[config.mk]
export PLATFORM = sky130hd
export DESIGN_NAME = ram_ctl_decode
export DESIGN_NICKNAME = d
export VERILOG_FILES = /design/src/rtl/ram_ctl_decode_pkg.sv /design/src/rtl/pet_addr_decode.sv /design/src/rtl/ram_ctl_decode.sv
export SDC_FILE = /design/constraint.sdc
export NUM_CORES = 1
export LEC_CHECK = 0
export ABC_AREA = 1
export CAP_MARGIN = 0
export CORE_MARGIN = 1.5
export CORE_UTILIZATION = 60
export CTS_CLUSTER_SIZE = 16
export DETAILED_ROUTE_END_ITERATION = 10
export DONT_BUFFER_PORTS = 1
export PLACE_DENSITY = 0.76
export SETUP_SLACK_MARGIN = 0.3
export SYNTH_ARGS = -nofsm -noshare
export SYNTH_HDL_FRONTEND = slang
export SYNTH_SLANG_ARGS = --single-unit
[constraint.sdc]
create_clock -name wb_clock_i -period 2.01 [get_ports wb_clock_i]
set_clock_uncertainty 0.15 [all_clocks]
set_input_delay 0.1005 -clock wb_clock_i [delete_from_list [all_inputs] [get_ports wb_clock_i]]
set_output_delay 0.1005 -clock wb_clock_i [all_outputs]
set_load 0.05 [all_outputs]
[src/rtl/ram_ctl_decode_pkg.sv]
// Shared types and constants for the SRAM Wishbone controller and the PET I/O page decoder.
package ram_ctl_decode_pkg;

  typedef enum logic [1:0] {
    ST_IDLE = 2'd0,
    ST_ACC1 = 2'd1,
    ST_ACC2 = 2'd2,
    ST_DONE = 2'd3
  } ram_state_e;

  localparam logic [7:0] IO_PAGE       = 8'hE8;
  localparam int         PIA1_BIT      = 4;
  localparam int         PIA2_BIT      = 5;
  localparam int         VIA_BIT       = 6;
  localparam int         MAX_WB_CYCLES = 3;

endpackage

[src/rtl/pet_addr_decode.sv]
// Combinational chip-select decode of the CPU address: the $E8xx page is I/O, everything else RAM.
module pet_addr_decode
  import ram_ctl_decode_pkg::*;
#(
  parameter int CPU_ADDR_WIDTH = 16
) (
  input  logic [CPU_ADDR_WIDTH-1:0] cpu_addr_i,
  output logic                      ram_en_o,
  output logic                      pia1_en_o,
  output logic                      pia2_en_o,
  output logic                      via_en_o,
  output logic                      io_en_o
);

  logic io_page;
  logic unused_addr_bits;

  assign io_page   = (cpu_addr_i[15:8] == IO_PAGE);

  // Select bits are independent; several chips may respond at once.
  assign io_en_o   = io_page;
  assign ram_en_o  = !io_page;
  assign pia1_en_o = io_page & cpu_addr_i[PIA1_BIT];
  assign pia2_en_o = io_page & cpu_addr_i[PIA2_BIT];
  assign via_en_o  = io_page & cpu_addr_i[VIA_BIT];

  assign unused_addr_bits = ^cpu_addr_i;

endmodule

[src/rtl/ram_ctl_decode.sv]
// Wishbone B4 pipelined SRAM controller with a fixed three-cycle access, plus the PET address decoder.
module ram_ctl_decode
  import ram_ctl_decode_pkg::*;
#(
  parameter int RAM_ADDR_WIDTH = 17,
  parameter int CPU_ADDR_WIDTH = 16,
  parameter int DATA_WIDTH     = 8
) (
  input  logic                      wb_clock_i,
  input  logic                      wb_reset_i,
  input  logic [RAM_ADDR_WIDTH-1:0] wb_addr_i,
  input  logic [DATA_WIDTH-1:0]     wb_data_i,
  output logic [DATA_WIDTH-1:0]     wb_data_o,
  input  logic                      wb_we_i,
  input  logic                      wb_cycle_i,
  input  logic                      wb_strobe_i,
  output logic                      wb_stall_o,
  output logic                      wb_ack_o,
  output logic                      ram_oe_o,
  output logic                      ram_we_o,
  output logic [RAM_ADDR_WIDTH-1:0] ram_addr_o,
  input  logic [DATA_WIDTH-1:0]     ram_data_i,
  output logic [DATA_WIDTH-1:0]     ram_data_o,
  output logic                      ram_data_oe,
  input  logic [CPU_ADDR_WIDTH-1:0] cpu_addr_i,
  output logic                      ram_en_o,
  output logic                      pia1_en_o,
  output logic                      pia2_en_o,
  output logic                      via_en_o,
  output logic                      io_en_o
);

  ram_state_e                state;
  logic                      accept;
  logic [RAM_ADDR_WIDTH-1:0] addr_p0;
  logic [DATA_WIDTH-1:0]     data_p0;
  logic                      we_p0;

  assign accept     = (state == ST_IDLE) & wb_cycle_i & wb_strobe_i;
  assign ram_addr_o = addr_p0;
  assign ram_data_o = data_p0;

  // Request capture: address, data and direction held for the whole access
  always_ff @(posedge wb_clock_i) begin
    if (accept) begin
      addr_p0 <= wb_addr_i;
      data_p0 <= wb_data_i;
      we_p0   <= wb_we_i;
    end
  end

  // Access sequencer: every output is registered so the SRAM pins are glitch-free.
  // Once accepted, an access runs to DONE regardless of wb_cycle_i; only reset aborts it.
  always_ff @(posedge wb_clock_i) begin
    if (wb_reset_i) begin
      state       <= ST_IDLE;
      wb_ack_o    <= 1'b0;
      wb_stall_o  <= 1'b0;
      ram_oe_o    <= 1'b0;
      ram_we_o    <= 1'b0;
      ram_data_oe <= 1'b0;
      wb_data_o   <= '0;
    end else begin
      case (state)
        ST_IDLE: begin
          wb_ack_o <= 1'b0;
          if (accept) begin
            wb_stall_o  <= 1'b1;
            ram_oe_o    <= !wb_we_i;
            ram_data_oe <= wb_we_i;
            state       <= ST_ACC1;
          end
        end
        ST_ACC1: begin
          ram_we_o <= we_p0;
          state    <= ST_ACC2;
        end
        ST_ACC2: begin
          ram_oe_o <= 1'b0;
          ram_we_o <= 1'b0;
          wb_ack_o <= 1'b1;
          if (!we_p0) begin
            wb_data_o <= ram_data_i;
          end
          state <= ST_DONE;
        end
        ST_DONE: begin
          wb_ack_o    <= 1'b0;
          wb_stall_o  <= 1'b0;
          ram_data_oe <= 1'b0;
          state       <= ST_IDLE;
        end
        default: begin
          state <= ST_IDLE;
        end
      endcase
    end
  end

  pet_addr_decode #(
    .CPU_ADDR_WIDTH(CPU_ADDR_WIDTH)
  ) u_decode (
    .cpu_addr_i(cpu_addr_i),
    .ram_en_o  (ram_en_o),
    .pia1_en_o (pia1_en_o),
    .pia2_en_o (pia2_en_o),
    .via_en_o  (via_en_o),
    .io_en_o   (io_en_o)
  );

endmodule

# Yosys cells after proc, flatten, opt, wreduce, memory -nomap -nowiden

Index checks and enable logic that the tools add are counted.

Bits in registers: 41
Input port bits: 54
Output and inout port bits: 43
Logic and storage cells: 42

Eq/ne operators: 5
Muxes and demuxes: 10
Bitwise operators: 6
Reductions and logical operators: 11

Operators by type and width:

| kind               | count |
|---|---|
| $pmux 1 s2         | 5 |
| $eq 8x8->1 const B | 1 |
| $pmux 2 s4         | 1 |
| $reduce_bool 2->1  | 4 |
| $reduce_and 2->1   | 3 |
| $and 1x1->1        | 5 |
| $eq 2x2->1 const B | 2 |
| $mux 1             | 3 |
| $eq 2x1->1 const B | 1 |
| $logic_not 1->1    | 2 |
| $logic_not 2->1    | 1 |
| $mux 2             | 1 |
| $ne 2x2->1 const B | 1 |
| $reduce_or 2->1    | 1 |
| $not 1->1          | 1 |

# Logic depth before layout (Yosys ltp)

Gate-level depths: netlist of run 1.

Depth after elaboration: 5
Gate-level depth with buffers: 7
Mapped depth without buffers: 7

# By module

A second synthesis of run 1 with hierarchy kept.

Cells, all modules: 130
Area total of the unflattened synthesis: 1521.5 um2

Modules (own cells, without submodules):

| module          | times used | cells an instance | area each (um2) | sequential area each (um2) |
|---|---|---|---|---|
| ram_ctl_decode  | 1          | 112               | 1448.9          | 1081.0 |
| pet_addr_decode | 1          | 18                | 72.6            | 0.0 |

# Least setup slack after synthesis of run 1

OpenSTA, ideal clock, no wires.

Path kind: in2out
Start point: input cpu_addr_i[11]
End point: output pia1_en_o
Data arrival time: 1.663 ns
Required time: 1.759 ns
Setup slack: 0.097 ns
Stages on the path: 4
Buffers on the path: 0
Cells stage by stage: inv_1 nor2_1 nand4_1 nor2_1

Longest elaborated chain between the ends: 2

RTL lines:

| item            | RTL line              | source |
|---|---|---|
| start, declared | ram_ctl_decode.sv:25  | `input logic [CPU_ADDR_WIDTH-1:0] cpu_addr_i,` |
| $eq 8x8->1      | pet_addr_decode.sv:18 | `assign io_page = (cpu_addr_i[15:8] == IO_PAGE);` |
| $and 1x1->1     | pet_addr_decode.sv:23 | `assign pia1_en_o = io_page & cpu_addr_i[PIA1_BIT];` |
| end, declared   | ram_ctl_decode.sv:27  | `output logic pia1_en_o,` |

Every way passes these cells.

# Final worst setup path of run 1

Start point: register state[0]
End point: register ram_oe_o

Longest elaborated chain between the ends: 5
Elaborated cells on any way between the ends: 8
Those cells by class: 2 x eq/ne; 1 x mux; 2 x bitwise; 3 x reduce/logical

RTL lines:

| item                              | RTL line             | source |
|---|---|---|
| start, declared                   | ram_ctl_decode.sv:33 | `ram_state_e state;` |
| start signal, assigned            | ram_ctl_decode.sv:56 | `state <= ST_IDLE;` |
| start signal, assigned            | ram_ctl_decode.sv:71 | `state <= ST_ACC1;` |
| start signal, assigned            | ram_ctl_decode.sv:76 | `state <= ST_ACC2;` |
| $logic_not 2->1                   | ram_ctl_decode.sv:39 | `assign accept = (state == ST_IDLE) & wb_cycle_i & wb_strobe_i;` |
| $and 1x1->1 (2 in a row)          | ram_ctl_decode.sv:39 |  |
| named net accept                  | ram_ctl_decode.sv:34 | `logic accept;` |
| $ne 2x2->1 (no source line)       | --                   |  |
| $reduce_and 2->1 (no source line) | --                   |  |
| end signal, assigned              | ram_ctl_decode.sv:69 | `ram_oe_o <= !wb_we_i;` |
| end, declared                     | ram_ctl_decode.sv:19 | `output logic ram_oe_o,` |

The timed path passes the listed nets, and every way through them passes these cells.
A chain may end at the register's enable or synchronous reset.

==> results of run 1 <==
-- worst min-delay path: stages --
cell and delay (ps):
inv_2 60, nor2_4 50, buf_12 150
-- cell families after synthesis --
kind of cell | Yosys count | synth area share (%)
AOI/OAI and AO/OA | 18 | 5.98
adders and majority gates | 5 | 4.15
buffers and inverters | 18 | 4.56
DFF | 41 | 71.7
and+or+nand+nor | 45 | 13.6
-- layout by cell type (no fill, tap or decap), types with 5 or more instances in the layout --
cell type / n
nand2_1: 9
buf_4: 9
dlygate4sd3_1: 37
dfxtp_1: 13
clkbuf_4: 5
nor2_1: 26
o21ai_0: 12
a21oi_1: 5
edfxtp_1: 26
inv_2: 5
inv_1: 12
-- cell usage after synthesis --
library cell | instances | area share [%]
a21oi_1 | 6 | 2.0
buf_2 | 1 | 0.33
dfxtp_1 | 15 | 20
edfxtp_1 | 26 | 52
ha_1 | 5 | 4.1
inv_1 | 14 | 3.5
inv_2 | 3 | 0.75
nand2_1 | 9 | 2.2
nand3_1 | 4 | 1.3
nand4_1 | 1 | 0.42
nor2_1 | 26 | 6.5
nor2_4 | 1 | 0.75
nor2_8 | 1 | 1.3
nor3_1 | 2 | 0.66
o21ai_0 | 12 | 4.0
or2_0 | 1 | 0.42
-- sequential cells by signal, indices dropped and copies added (netlist names) --
signal       count
ram_oe_o         1
wb_ack_o         1
ram_we_o         1
state            2
ram_data_oe      1
ram_data_o       8
wb_data_o        8
ram_addr_o      17
wb_stall_o       1
we_p0            1
-- per-layer routing --
layer  vias up  track usage, %  part of all wire (%)
met3        27            13.6                    14
met4         0            17.5                   4.0
met1       573            38.7                    33
li1        528               -                     -
met2       140            61.3                    49
met5         -               0                     0
-- layout make-up --
cell class / instances / share of cell area [%]
flip-flops and latches: 41 / 51.2
repair buffers: 48 / 22.8
multi-input cells: 68 / 17.2
inverters: 17 / 3.02
clock buffers: 7 / 2.60
well taps: 28 / 1.66
clock inverters: 1 / 1.42
-- path summary, 6_finish.rpt --
path,endpoint,slack [ps],startpoint,cells after the start
setup reg to reg,ram_oe_o,350,state[0],7
hold reg to reg,wb_stall_o,380,wb_stall_o,2
hold / removal,ram_data_o[2],30,wb_strobe_i,3
setup / recovery,ram_oe_o,350,state[0],7
-- power by group --
group	internal (mW)	total, mW	leakage [nW]	switching (mW)
Clock	0.297	0.563	0.0455	0.266
Combinational	0.208	0.560	0.467	0.353
Sequential	1.06	1.53	0.363	0.471
-- per-stage QoR --
step | utilization [%] | instance area (µm²) | std cells | hold WS [ps] | total power [mW]
2_1_floorplan | - | 1510 | 127 | 19.6 | 1.81
3_5_place_dp | 70.8 | 1630 | 164 | 26.5 | 1.93
3_3_place_gp | 70.8 | 1630 | 164 | 21.4 | 1.90
4_1_cts | 90.6 | 2080 | 209 | 28.6 | 2.54
6_report | 92.0 | 2110 | 210 | 32.1 | 2.66
5_1_grt | 92.0 | 2110 | 210 | 33.2 | 2.73
-- what timing repair did --
action	CTS	global route
hold buffers	37	0
resized for setup	0	6
buffers inserted	0	0
endpoints found under the hold margin	41	0
endpoints found under the setup margin	0	31
==> results.ini, run 1 <==
[finish]
syn2layout_area_growth_pct = 40.2
seqCellArea_mm2 = 0.00108
fillCellCount = 70
layout-drive-gt1-share_pct = 15.9
nets = 240
antennaDiodeCount = 0
multi_input_area_um2 = 364

[timing]
worst_slew_pin_slew_ps = 561
rsz0062_at_grt = no
slew-limit-headroom_pct = 62.5
fin_crit_ps = 1660
fin_setup_tns_ps = 0
drv_slew = 0
fin_crit_sh_pct = 82.8
setup-violations-final = 0
setup_ws_ps = 347
fmax_mhz = 601
finalHoldViolCount = 0

[run]
cap_violations = 0

[grt]
globalRoute.totalOverflow = 0
grt_pass1_wl_um = 6700
grt_use_total_pct = 35.9
grt_max_degree = 31
antenna_found_initial = 0
grt_pass1_vias = 1227

[route]
num_vias = 1268
wirelength_um = 4800
dr.first_iter.drc_count = 94
ant_nets = 0
via_per_inst = 6.04
drc = 0
avgRoutedWirePerCell_um = 22.9
drtPass1Iterations = 5

[worst_setup_path]
crit_path_cell_trace = inv_2, ha_2, nand2_1, nor2_4, buf_12, nand2_1, a21oi_2
cpPeakStageDelay_ps = 370
crit_slowest_cell = dfxtp_2
endpoint_kind = flop
worstPathBufferInverterCount = 2
cp-start-kind = flop
cpLargestDelayFamily = simple AND/OR/NAND/NOR gates
critical_path.most_common_cell = nand2_1
worstPathMaxFanout = 15
criticalPathCategory = reg2reg
cp_data_arrival_time_ps = 1790
crit_required_ps = 2130

[floorplan]
fp.coreArea_mm2 = 0.00230
start_util_pct = 65.6
die_x_um = 53.1
dieArea_mm2 = 0.00282
pin_count = 97
dieHeight_um = 53.1
rows = 17

[yosys]
synth_area_mm2 = 0.00151
yosys_warnings = 0
synthCells = 127
ys_types = 16
synth.avg_cell_area_um2 = 11.9
synth_nets = 186
ys_ff_latch = 41
synth.yosys.seq_area_share_pct = 71.7

[cts]
cts_root_buf = clkbuf_4
cts_tree = built
clk_latency_ps = 340
clockBufferDepth = 2
htreeDepth = 2
numCtsBuffers = 5
clkTransAtPathRegs_ps = 140
cts_sinks = 41

[placement]
place_ws_ps = 446
place_hpwl_um = 2220
port_buffers = 0
place_congestion = 0.705

[power_and_ir_drop]
p_per_area_mw_per_mm2 = 1260
peakVddDrop_mv = 1.05
power.leakage_nw = 0.876

[hold_path]
min-delay-path-class = in2reg

[outcome]
status = finished, final reports clean

Power figures use the tool's default switching activity.
==> inputs of run 2 (changes only) <==
- CORE_UTILIZATION: 60 -> 54
- PLACE_DENSITY: 0.76 -> 0.72
- clock period: 2.01 -> 1.5 ns (I/O delays scaled with it)
==> run 2 against run 1 <==
Net effect: the run now ends with negative setup slack left; global-route usage down 3.4 points; flip-flop and latch count unchanged; via count grew 18%; register-to-register slack worse by 430 ps; critical path depth decreased by 1; combinational power grew to 2.8 times the previous value; maximum frequency increased by 4.8%; non-clock buffer count is 21 higher; total power increased by 51%; utilization grew 3.5 points; critical path type unchanged; critical endpoint is now state[0].
==> results.ini, run 2 (same netlist as run 1, synthesis figures left out) <==
[timing]
fin_crit_ps = 1590  ; -75.5 ps
setup-violations-final = 2  ; +2
drv_slew = 0  ; unchanged
setup_ws_ps = -87.8  ; -434 ps
fin_crit_sh_pct = 106  ; +23 points
fmax_mhz = 630  ; +4.8%
worst_slew_pin_slew_ps = 527  ; -34.8 ps
finalHoldViolCount = 0  ; unchanged
rsz0062_at_grt = yes
slew-limit-headroom_pct = 65.0  ; +2.4 points

[worst_setup_path]
criticalPathCategory = reg2reg
cp-start-kind = flop
r2r_cells = 6  ; -1
worstPathMaxFanout = 3  ; -12
endpoint_kind = flop
cp_data_arrival_time_ps = 1710  ; -80 ps
crit_required_ps = 1620  ; -510 ps

[grt]
grt_use_total_pct = 32.5  ; -3.4 points
grt_pass1_wl_um = 7310  ; +9.2%
grt_pass1_vias = 1403  ; +14%
globalRoute.totalOverflow = 0  ; unchanged
antenna_found_initial = 0  ; unchanged
grt_max_degree = 14  ; -55%

[floorplan]
die_x_um = 55.8  ; +5.1%
start_util_pct = 58.7  ; -6.9 points
dieHeight_um = 55.8  ; +5.1%
dieArea_mm2 = 0.00312  ; +10%
pin_count = 97  ; unchanged
fp.coreArea_mm2 = 0.00257  ; +12%
rows = 18  ; +1

[run]
cap_violations = 0  ; unchanged

[cts]
cts_sinks = 41  ; unchanged
clockBufferDepth = 2  ; unchanged
cts_root_buf = clkbuf_4
numCtsBuffers = 5  ; unchanged
clkTransAtPathRegs_ps = 140  ; about the same
htreeDepth = 2  ; unchanged
cts_tree = built
clk_latency_ps = 370  ; +30 ps

[route]
via_per_inst = 6.40  ; +6.0%
avgRoutedWirePerCell_um = 28.1  ; +23%
ant_nets = 0  ; unchanged
drc = 0  ; unchanged
drtPass1Iterations = 4  ; -1
num_vias = 1498  ; +18%
wirelength_um = 6570  ; +37%
dr.first_iter.drc_count = 83  ; -12%

[finish]
layout-drive-gt1-share_pct = 38.2  ; +22 points
final_area_mm2 = 0.00245  ; +16%
seqCellArea_mm2 = 0.00109  ; +0.69%
final_util_pct = 95.6  ; +3.5 points
final_common_cell = dlygate4sd3_1
antennaDiodeCount = 0  ; unchanged
syn2layout_area_growth_pct = 62.7
largest_register_ffs = 17  ; unchanged
multi_input_area_um2 = 509  ; +40%
fillCellCount = 50  ; -29%
nets = 262  ; +9.2%
mostFrequentLayoutCells = dlygate4sd3_1 (37), edfxtp_1 (26), buf_4 (21), nor2_1 (15)

[placement]
place_congestion = 0.788  ; +12%
place_hpwl_um = 2370  ; +6.9%
port_buffers = 0  ; unchanged
dpl_cell_area_mm2 = 0.00175  ; +7.5%
place_ws_ps = 63.4  ; -383 ps

[outcome]
failed_checks = negative setup slack
status = complete, but fails checks

[power_and_ir_drop]
power.leakage_nw = 0.996  ; +14%
peakVddDrop_mv = 1.73  ; +64%
p_per_area_mw_per_mm2 = 1640  ; +30%

[hold_path]
min-delay-path-class = in2reg
holdPathStages = 4  ; +1

run 2: changes by cell type in the layout (fill, tap and decap cells not counted), moves of 3 or more:
cell     previous run  this run
a21oi_1             5         1
a21oi_2             1         5
buf_4               9        21
buf_6               0         9
ha_1                4         1
ha_4                0         3
inv_2               5         1
inv_4               0         3
nand2_1             9         6
nor2_1             26        15
nor2_2              0         6
nor2_4              1         7
o21ai_0            12         5
o21ai_1             0         7
run 2: power by group:
part	switching [mW]	total (mW)	leakage, nW	internal, mW
clock network	0.410	0.587	0.0310	0.177
registers	0.443	1.88	0.365	1.43
logic	0.937	1.55	0.600	0.616
run 2: metrics by stage:
stage	power (mW)	setup TNS (ps)	hold WS (ps)	instances
final	4.02	-136	83.4	234
after CTS	3.64	0	27.7	233
after global placement	2.71	0	-4.63	177
after detailed placement	2.75	0	-1.89	177
after global routing	4.10	-235	79.6	234
after floorplan	2.48	-3950	-5.93	127
run 2: metal layers:
layer	GRT usage [%]	up-vias	share of wire, %
met5	0	-	0
met4	17.3	0	7.4
met3	10.5	60	14
met2	56.1	193	48
met1	35.3	669	31
li1	-	576	-
run 2: what timing repair did:
action                                  in CTS  in global routing
pin swaps                                    7                  6
hold buffers                                37                  0
endpoints found under the setup margin      64                 73
hold endpoints to repair                    41                  0
gates cloned                                 2                  0
gates resized for setup                     34                 23
setup buffers                                9                  1
run 2: path summary, 6_finish.rpt:
kind	startpoint	slack, ps	end
worst min-delay path	wb_strobe_i	80	ram_addr_o[8]
worst max register to register	state[0]	-90	state[0]
worst max-delay path	state[0]	-90	state[0]
worst min register to register	wb_ack_o	360	wb_ack_o
run 2: area by class of cell:
| type | instances | share of cell area [%] |
|---|---|---|
| flip-flops and latches | 41 | 44.5 |
| clock buffers | 5 | 1.53 |
| clock inverters | 3 | 0.714 |
| repair buffers | 69 | 27.6 |
| inverters | 17 | 3.42 |
| well taps | 30 | 1.53 |
| multi-input cells | 69 | 20.8 |
run 2: critical path: stages (launching register included):
cell and delay [ps]:
dfxtp_4 390, inv_4 50, buf_4 140, ha_4 160
or2_0 270, o21ai_1 240, nor2_1 80
